### src/rtl/shift_arbiter_if.sv
// Handshake bundle between the two Execute-stage shift requesters, the shared
// shifter arbiter and the downstream result consumer.
interface shift_arbiter_if;
  logic        req0_valid;
  logic        req0_ready;
  logic [15:0] req0_data;
  logic [3:0]  req0_amt;
  logic [1:0]  req0_mode;
  logic        req1_valid;
  logic        req1_ready;
  logic [15:0] req1_data;
  logic [3:0]  req1_amt;
  logic [1:0]  req1_mode;
  logic        rsp_valid;
  logic        rsp_ready;
  logic [15:0] rsp_data;
  logic        rsp_id;
  logic        rsp_err;

  modport master (
    output req0_valid, req0_data, req0_amt, req0_mode,
    output req1_valid, req1_data, req1_amt, req1_mode,
    output rsp_ready,
    input  req0_ready, req1_ready,
    input  rsp_valid, rsp_data, rsp_id, rsp_err
  );

  modport slave (
    input  req0_valid, req0_data, req0_amt, req0_mode,
    input  req1_valid, req1_data, req1_amt, req1_mode,
    input  rsp_ready,
    output req0_ready, req1_ready,
    output rsp_valid, rsp_data, rsp_id, rsp_err
  );
endinterface

### src/rtl/shift_arbiter.sv
// Two-requester arbiter for the shared shifter with a one-entry result buffer.
// Define SHIFT_ARB_RR_EN for round-robin arbitration; otherwise requester 0 has fixed priority.
module shift_arbiter (
  input  logic            clk,
  input  logic            rst_n,
  shift_arbiter_if.slave  io_arb
);

  typedef enum logic {
    ST_EMPTY = 1'b0,
    ST_FULL  = 1'b1
  } state_t;

  state_t      r_state;
  state_t      w_state_next;
  logic        w_can_accept;
  logic        w_sel;
  logic        w_grant0;
  logic        w_grant1;
  logic        w_grant;
  logic [15:0] w_op_data;
  logic [3:0]  w_op_amt;
  logic [1:0]  w_op_mode;
  logic [15:0] w_shift_out;
  logic [15:0] r_rsp_data;
  logic        r_rsp_id;
  logic        r_rsp_err;

`ifdef SHIFT_ARB_RR_EN
  logic r_last_grant;

  // Pointer resets to 1 so requester 0 wins the first contested cycle.
  always_ff @(posedge clk or negedge rst_n) begin
    if (!rst_n) begin
      r_last_grant <= 1'b1;
    end else if (w_grant) begin
      r_last_grant <= w_sel;
    end
  end

  assign w_sel = (io_arb.req0_valid && io_arb.req1_valid) ? ~r_last_grant
                                                          : ~io_arb.req0_valid;
`else
  assign w_sel = ~io_arb.req0_valid;
`endif

  // Readies are gated by rst_n so neither requester sees a grant during reset.
  always_comb begin
    w_state_next = r_state;
    w_can_accept = 1'b0;
    case (r_state)
      ST_EMPTY: begin
        w_can_accept = 1'b1;
        if (w_grant) begin
          w_state_next = ST_FULL;
        end
      end
      ST_FULL: begin
        w_can_accept = io_arb.rsp_ready;
        if (io_arb.rsp_ready && !w_grant) begin
          w_state_next = ST_EMPTY;
        end
      end
      default: w_state_next = ST_EMPTY;
    endcase
    w_grant0 = rst_n & w_can_accept & io_arb.req0_valid & ~w_sel;
    w_grant1 = rst_n & w_can_accept & io_arb.req1_valid &  w_sel;
    w_grant  = w_grant0 | w_grant1;
  end

  assign w_op_data = w_sel ? io_arb.req1_data : io_arb.req0_data;
  assign w_op_amt  = w_sel ? io_arb.req1_amt  : io_arb.req0_amt;
  assign w_op_mode = w_sel ? io_arb.req1_mode : io_arb.req0_mode;

  always_comb begin
    w_shift_out = w_op_data;
    case (w_op_mode)
      2'd0:    w_shift_out = w_op_data << w_op_amt;
      2'd1:    w_shift_out = $signed(w_op_data) >>> w_op_amt;
      2'd2:    w_shift_out = (w_op_data >> w_op_amt) |
                             (w_op_data << (5'd16 - {1'b0, w_op_amt}));
      default: w_shift_out = w_op_data;
    endcase
  end

  always_ff @(posedge clk or negedge rst_n) begin
    if (!rst_n) begin
      r_state <= ST_EMPTY;
    end else begin
      r_state <= w_state_next;
    end
  end

  always_ff @(posedge clk or negedge rst_n) begin
    if (!rst_n) begin
      r_rsp_data <= 16'h0000;
      r_rsp_id   <= 1'b0;
      r_rsp_err  <= 1'b0;
    end else if (w_grant) begin
      r_rsp_data <= w_shift_out;
      r_rsp_id   <= w_sel;
      r_rsp_err  <= (w_op_mode == 2'd3);
    end
  end

  assign io_arb.req0_ready = w_grant0;
  assign io_arb.req1_ready = w_grant1;
  assign io_arb.rsp_valid  = (r_state == ST_FULL);
  assign io_arb.rsp_data   = r_rsp_data;
  assign io_arb.rsp_id     = r_rsp_id;
  assign io_arb.rsp_err    = r_rsp_err;

endmodule
### src/flat_wrapper.sv
// flat-port wrapper written by rule: the top's interface ports become plain ports
module shift_arbiter_flat 
  (clk, rst_n, io_arb_req0_valid, io_arb_req0_data, io_arb_req0_amt, io_arb_req0_mode, io_arb_req1_valid, io_arb_req1_data, io_arb_req1_amt, io_arb_req1_mode, io_arb_rsp_ready, io_arb_req0_ready, io_arb_req1_ready, io_arb_rsp_valid, io_arb_rsp_data, io_arb_rsp_id, io_arb_rsp_err);
  shift_arbiter_if io_arb_i ();
  input  logic clk;
  input  logic rst_n;
  input wire logic [$bits(io_arb_i.req0_valid)-1:0] io_arb_req0_valid;
  input wire logic [$bits(io_arb_i.req0_data)-1:0] io_arb_req0_data;
  input wire logic [$bits(io_arb_i.req0_amt)-1:0] io_arb_req0_amt;
  input wire logic [$bits(io_arb_i.req0_mode)-1:0] io_arb_req0_mode;
  input wire logic [$bits(io_arb_i.req1_valid)-1:0] io_arb_req1_valid;
  input wire logic [$bits(io_arb_i.req1_data)-1:0] io_arb_req1_data;
  input wire logic [$bits(io_arb_i.req1_amt)-1:0] io_arb_req1_amt;
  input wire logic [$bits(io_arb_i.req1_mode)-1:0] io_arb_req1_mode;
  input wire logic [$bits(io_arb_i.rsp_ready)-1:0] io_arb_rsp_ready;
  output wire logic [$bits(io_arb_i.req0_ready)-1:0] io_arb_req0_ready;
  output wire logic [$bits(io_arb_i.req1_ready)-1:0] io_arb_req1_ready;
  output wire logic [$bits(io_arb_i.rsp_valid)-1:0] io_arb_rsp_valid;
  output wire logic [$bits(io_arb_i.rsp_data)-1:0] io_arb_rsp_data;
  output wire logic [$bits(io_arb_i.rsp_id)-1:0] io_arb_rsp_id;
  output wire logic [$bits(io_arb_i.rsp_err)-1:0] io_arb_rsp_err;
  assign io_arb_i.req0_valid = io_arb_req0_valid;
  assign io_arb_i.req0_data = io_arb_req0_data;
  assign io_arb_i.req0_amt = io_arb_req0_amt;
  assign io_arb_i.req0_mode = io_arb_req0_mode;
  assign io_arb_i.req1_valid = io_arb_req1_valid;
  assign io_arb_i.req1_data = io_arb_req1_data;
  assign io_arb_i.req1_amt = io_arb_req1_amt;
  assign io_arb_i.req1_mode = io_arb_req1_mode;
  assign io_arb_i.rsp_ready = io_arb_rsp_ready;
  assign io_arb_req0_ready = io_arb_i.req0_ready;
  assign io_arb_req1_ready = io_arb_i.req1_ready;
  assign io_arb_rsp_valid = io_arb_i.rsp_valid;
  assign io_arb_rsp_data = io_arb_i.rsp_data;
  assign io_arb_rsp_id = io_arb_i.rsp_id;
  assign io_arb_rsp_err = io_arb_i.rsp_err;
  shift_arbiter u_core (.clk(clk), .rst_n(rst_n), .io_arb(io_arb_i));
endmodule
### config.mk
export PLATFORM = sky130hd
export DESIGN_NAME = shift_arbiter_flat
export DESIGN_NICKNAME = d
export VERILOG_FILES = /design/src/rtl/shift_arbiter_if.sv /design/src/rtl/shift_arbiter.sv /design/src/flat_wrapper.sv
export SDC_FILE = /design/constraint.sdc
export NUM_CORES = 1
export LEC_CHECK = 0
export CAP_MARGIN = 20
export CORE_MARGIN = 2
export CORE_UTILIZATION = 25
export DETAILED_ROUTE_END_ITERATION = 6
export DONT_BUFFER_PORTS = 1
export PLACE_DENSITY = 0.5
export SYNTH_ARGS = -nofsm -noshare
export SYNTH_HDL_FRONTEND = slang
export SYNTH_SLANG_ARGS = --single-unit
### constraint.sdc
create_clock -name clk -period 3.72 [get_ports clk]
set_clock_uncertainty 0.15 [all_clocks]
set_input_delay 0.744 -clock clk [delete_from_list [all_inputs] [get_ports clk]]
set_output_delay 0.744 -clock clk [all_outputs]
set_load 0.02 [all_outputs]
==> results.sh <==
export IMPL_dr_first_iter_drc_count=420
export IMPL_leakagePower_nw=1.379
export IMPL_vias=3840
export IMPL_syn_to_final_growth_pct=10.35
export IMPL_routedWlPerCell_um=26.13
export IMPL_final_common_cell="nor2_1"
export IMPL_tns_ns=0
export IMPL_synth_area_per_cell_sq_um=7.576
export IMPL_power_w=0.001346
export IMPL_overflow=0
export IMPL_postCtsSetupBuffers=0
export IMPL_period_share_pct=80.38
export IMPL_multi_input_area_sq_um=2641
export IMPL_r2r_setup_slack_ns=1.51
export IMPL_dieArea_sq_um=14240
export IMPL_cts_max_level=1
export IMPL_fmax_ghz=0.3344
export IMPL_path_clk_slew_ns=0.06
export IMPL_yosys_register_bits=19
export IMPL_outcome="finished, final reports clean"
export IMPL_drc=0
export IMPL_rows=42
export IMPL_ir_drop_v=0.0001146
export IMPL_diodes=0
export IMPL_final_nets=494
export IMPL_ctsResizeCount=0
export IMPL_ys_seq_area_share_pct=14.30
export IMPL_cts_tree="built"
export IMPL_syn_inst=439
export IMPL_die_x_um=119.3
export IMPL_port_buffer_count=0
export IMPL_fillers=1436
export IMPL_die_h_um=119.3
export IMPL_worstMarginPinSlew_ns=0.5797
export IMPL_insertion_delay_ns=0.25
export IMPL_cts_made_buffers=3
export IMPL_cts_hold_buf=0
export IMPL_rsz0062_at_grt="false"
export IMPL_clockBufferDepth=2
export IMPL_post_dp_hpwl_mm=12.43
export IMPL_cp_max_fo=35
export IMPL_ant_nets=0
export IMPL_async_flop_share_pct=100.0
export IMPL_synth_ff_type="dfrtp_1"
export IMPL_endpoint_kind="flop"
export IMPL_cts_num_sinks=19
export IMPL_dr_pass1_iters=6
export IMPL_final_hold_violation_count=0
export IMPL_slew_violations=0
export IMPL_critPathKind="in2reg"
export IMPL_grt_pass1_vias=3724
export IMPL_grt_pass1_wl_mm=23.94
export IMPL_slew_limit_headroom_pct=60.25
export IMPL_synth_nets=489
export IMPL_core_area_sq_um=13140
export IMPL_yosys_warnings=0
export IMPL_synth_area_sq_um=3326
export IMPL_layout_min_cycle_time_ns=2.990
export IMPL_cap_violations=0
export IMPL_antenna_found_initial=0
export IMPL_ios=70
export IMPL_start_kind="primary input"
export IMPL_initial_utilization_pct=25.31
export IMPL_clockRootBuffer="clkbuf_16"
export IMPL_seqCellArea_sq_um=475.5
export IMPL_vias_per_cell=6.204
export IMPL_powerDensity_nw_per_um2=366.7
export IMPL_synth_enable_flop_cells=0
export IMPL_yosys_cell_types_count=57
export IMPL_grt_max_degree=36
export IMPL_mostFrequentLayoutCells="73 x nor2_1, 44 x mux2i_1, 38 x a21oi_1, 36 x nand2_1, 31 x buf_4"
export IMPL_grtUsageTotal_pct=22.12
export IMPL_setup_viol=0
export IMPL_drive_above_1_share_pct=19.41
export IMPL_routed_wl_mm=16.17
export IMPL_critPathRequiredTime_ns=3.71
export IMPL_arrival_ns=2.98
export IMPL_hold_class="in2async"
export IMPL_gp_congestion=1.013
worst max-delay path, cell delays in order:
cell and delay [ns]:
mux2_4 0.39, inv_4 0.08, buf_4 0.31, mux2i_1 0.23
buf_4 0.20, nor2_1 0.05, a21oi_1 0.39, o221ai_1 0.33
nor2_1 0.15, a21oi_1 0.07
final cells by class:
cell class                      count  area share, %
Inverter                            4         0.5455
Timing Repair Buffer               31          6.342
Sequential cell                    19          12.96
Clock buffer                        3          2.046
Tap cell                          176          6.001
Multi-Input combinational cell    385          71.97
Clock inverter                      1         0.1364
where the power goes:
| group | switching [W] | internal (W) |
|---|---|---|
| Sequential | 0.000106 | 0.000256 |
| Clock | 0.0000864 | 0.000144 |
| Combinational | 0.000471 | 0.000281 |
| Total | 0.000664 | 0.000681 |
registers in the layout, summed over array words and instances, names as in the netlist:
signal / cells
u_core.io_arb.rsp_data: 16
u_core.io_arb.rsp_valid: 1
u_core.io_arb.rsp_id: 1
u_core.io_arb.rsp_err: 1
cells in the mapped netlist, types with 6 or more instances:
master     n  area share, %
mux2i_1   45             14
nor3_1    13            2.0
o21ai_0   19            2.9
buf_6      6            2.0
nand3_1   10            1.5
clkbuf_1  11            1.2
dfrtp_1   19             14
nor2_1    73            8.2
mux4_2     7            4.7
o211ai_1   7            1.6
buf_2      7            1.1
a21oi_1   38            5.7
mux2_2    26            8.8
a31oi_1   13            2.4
nand2_1   36            4.1
a211oi_1   9            2.0
o22ai_1   25            4.7
per-layer routing:
layer / wire [um] / vias up / track usage (%) / share of wire, %
met2: 7719 / 239 / 37.25 / 48
met4: 569 / 0 / 8.162 / 3.5
met5: 0 / - / 0 / 0
met3: 1390 / 42 / 3.113 / 8.6
met1: 6495 / 1866 / 28.74 / 40
li1: - / 1693 / - / -
worst paths after layout:
| check | start | to | cells past startpoint |
|---|---|---|---|
| worst max-delay path | io_arb_req0_valid | u_core.io_arb.rsp_data[13] | 10 |
| max in group asynchronous | rst_n | u_core.io_arb.rsp_data[10] | 0 |
| worst min-delay path | rst_n | u_core.io_arb.rsp_data[10] | 0 |
| min in group clk | u_core.io_arb.rsp_err | u_core.io_arb.rsp_err | 2 |
| worst min register to register | u_core.io_arb.rsp_err | u_core.io_arb.rsp_err | 2 |
| worst max register to register | u_core.io_arb.rsp_valid | u_core.io_arb.rsp_data[8] | 6 |
logic make-up (layout without fill, tap and decap cells):
kind of cell	count (synthesis)	after routing	synth area share, %
and+or+nand+nor	151	151	19.45
AOI/OAI and AO/OA	146	146	28.14
muxes	85	85	30.59
buffers and inverters	35	39	6.395
DFF	19	19	14.30
xor gates and xnor gates	2	2	0.7526
adders and majority gates	1	1	0.3762
per-stage QoR:
step                instance area [sq um]  hold WS [ns]  worst slack (ns)  instances  utilization (%)
finish                               3670       0.02975            0.7299        619            27.93
detailed placement                   3590        0.2990            0.5357        615            27.32
CTS                                  3670       0.02225            0.7960        619            27.93
global route                         3670       0.01654            0.5995        619            27.93
floorplan                            3326        0.2984            0.1658        439                -
global placement                     3590        0.2989            0.5056        615            27.32
No activity file was read; power rests on OpenSTA's default activity.
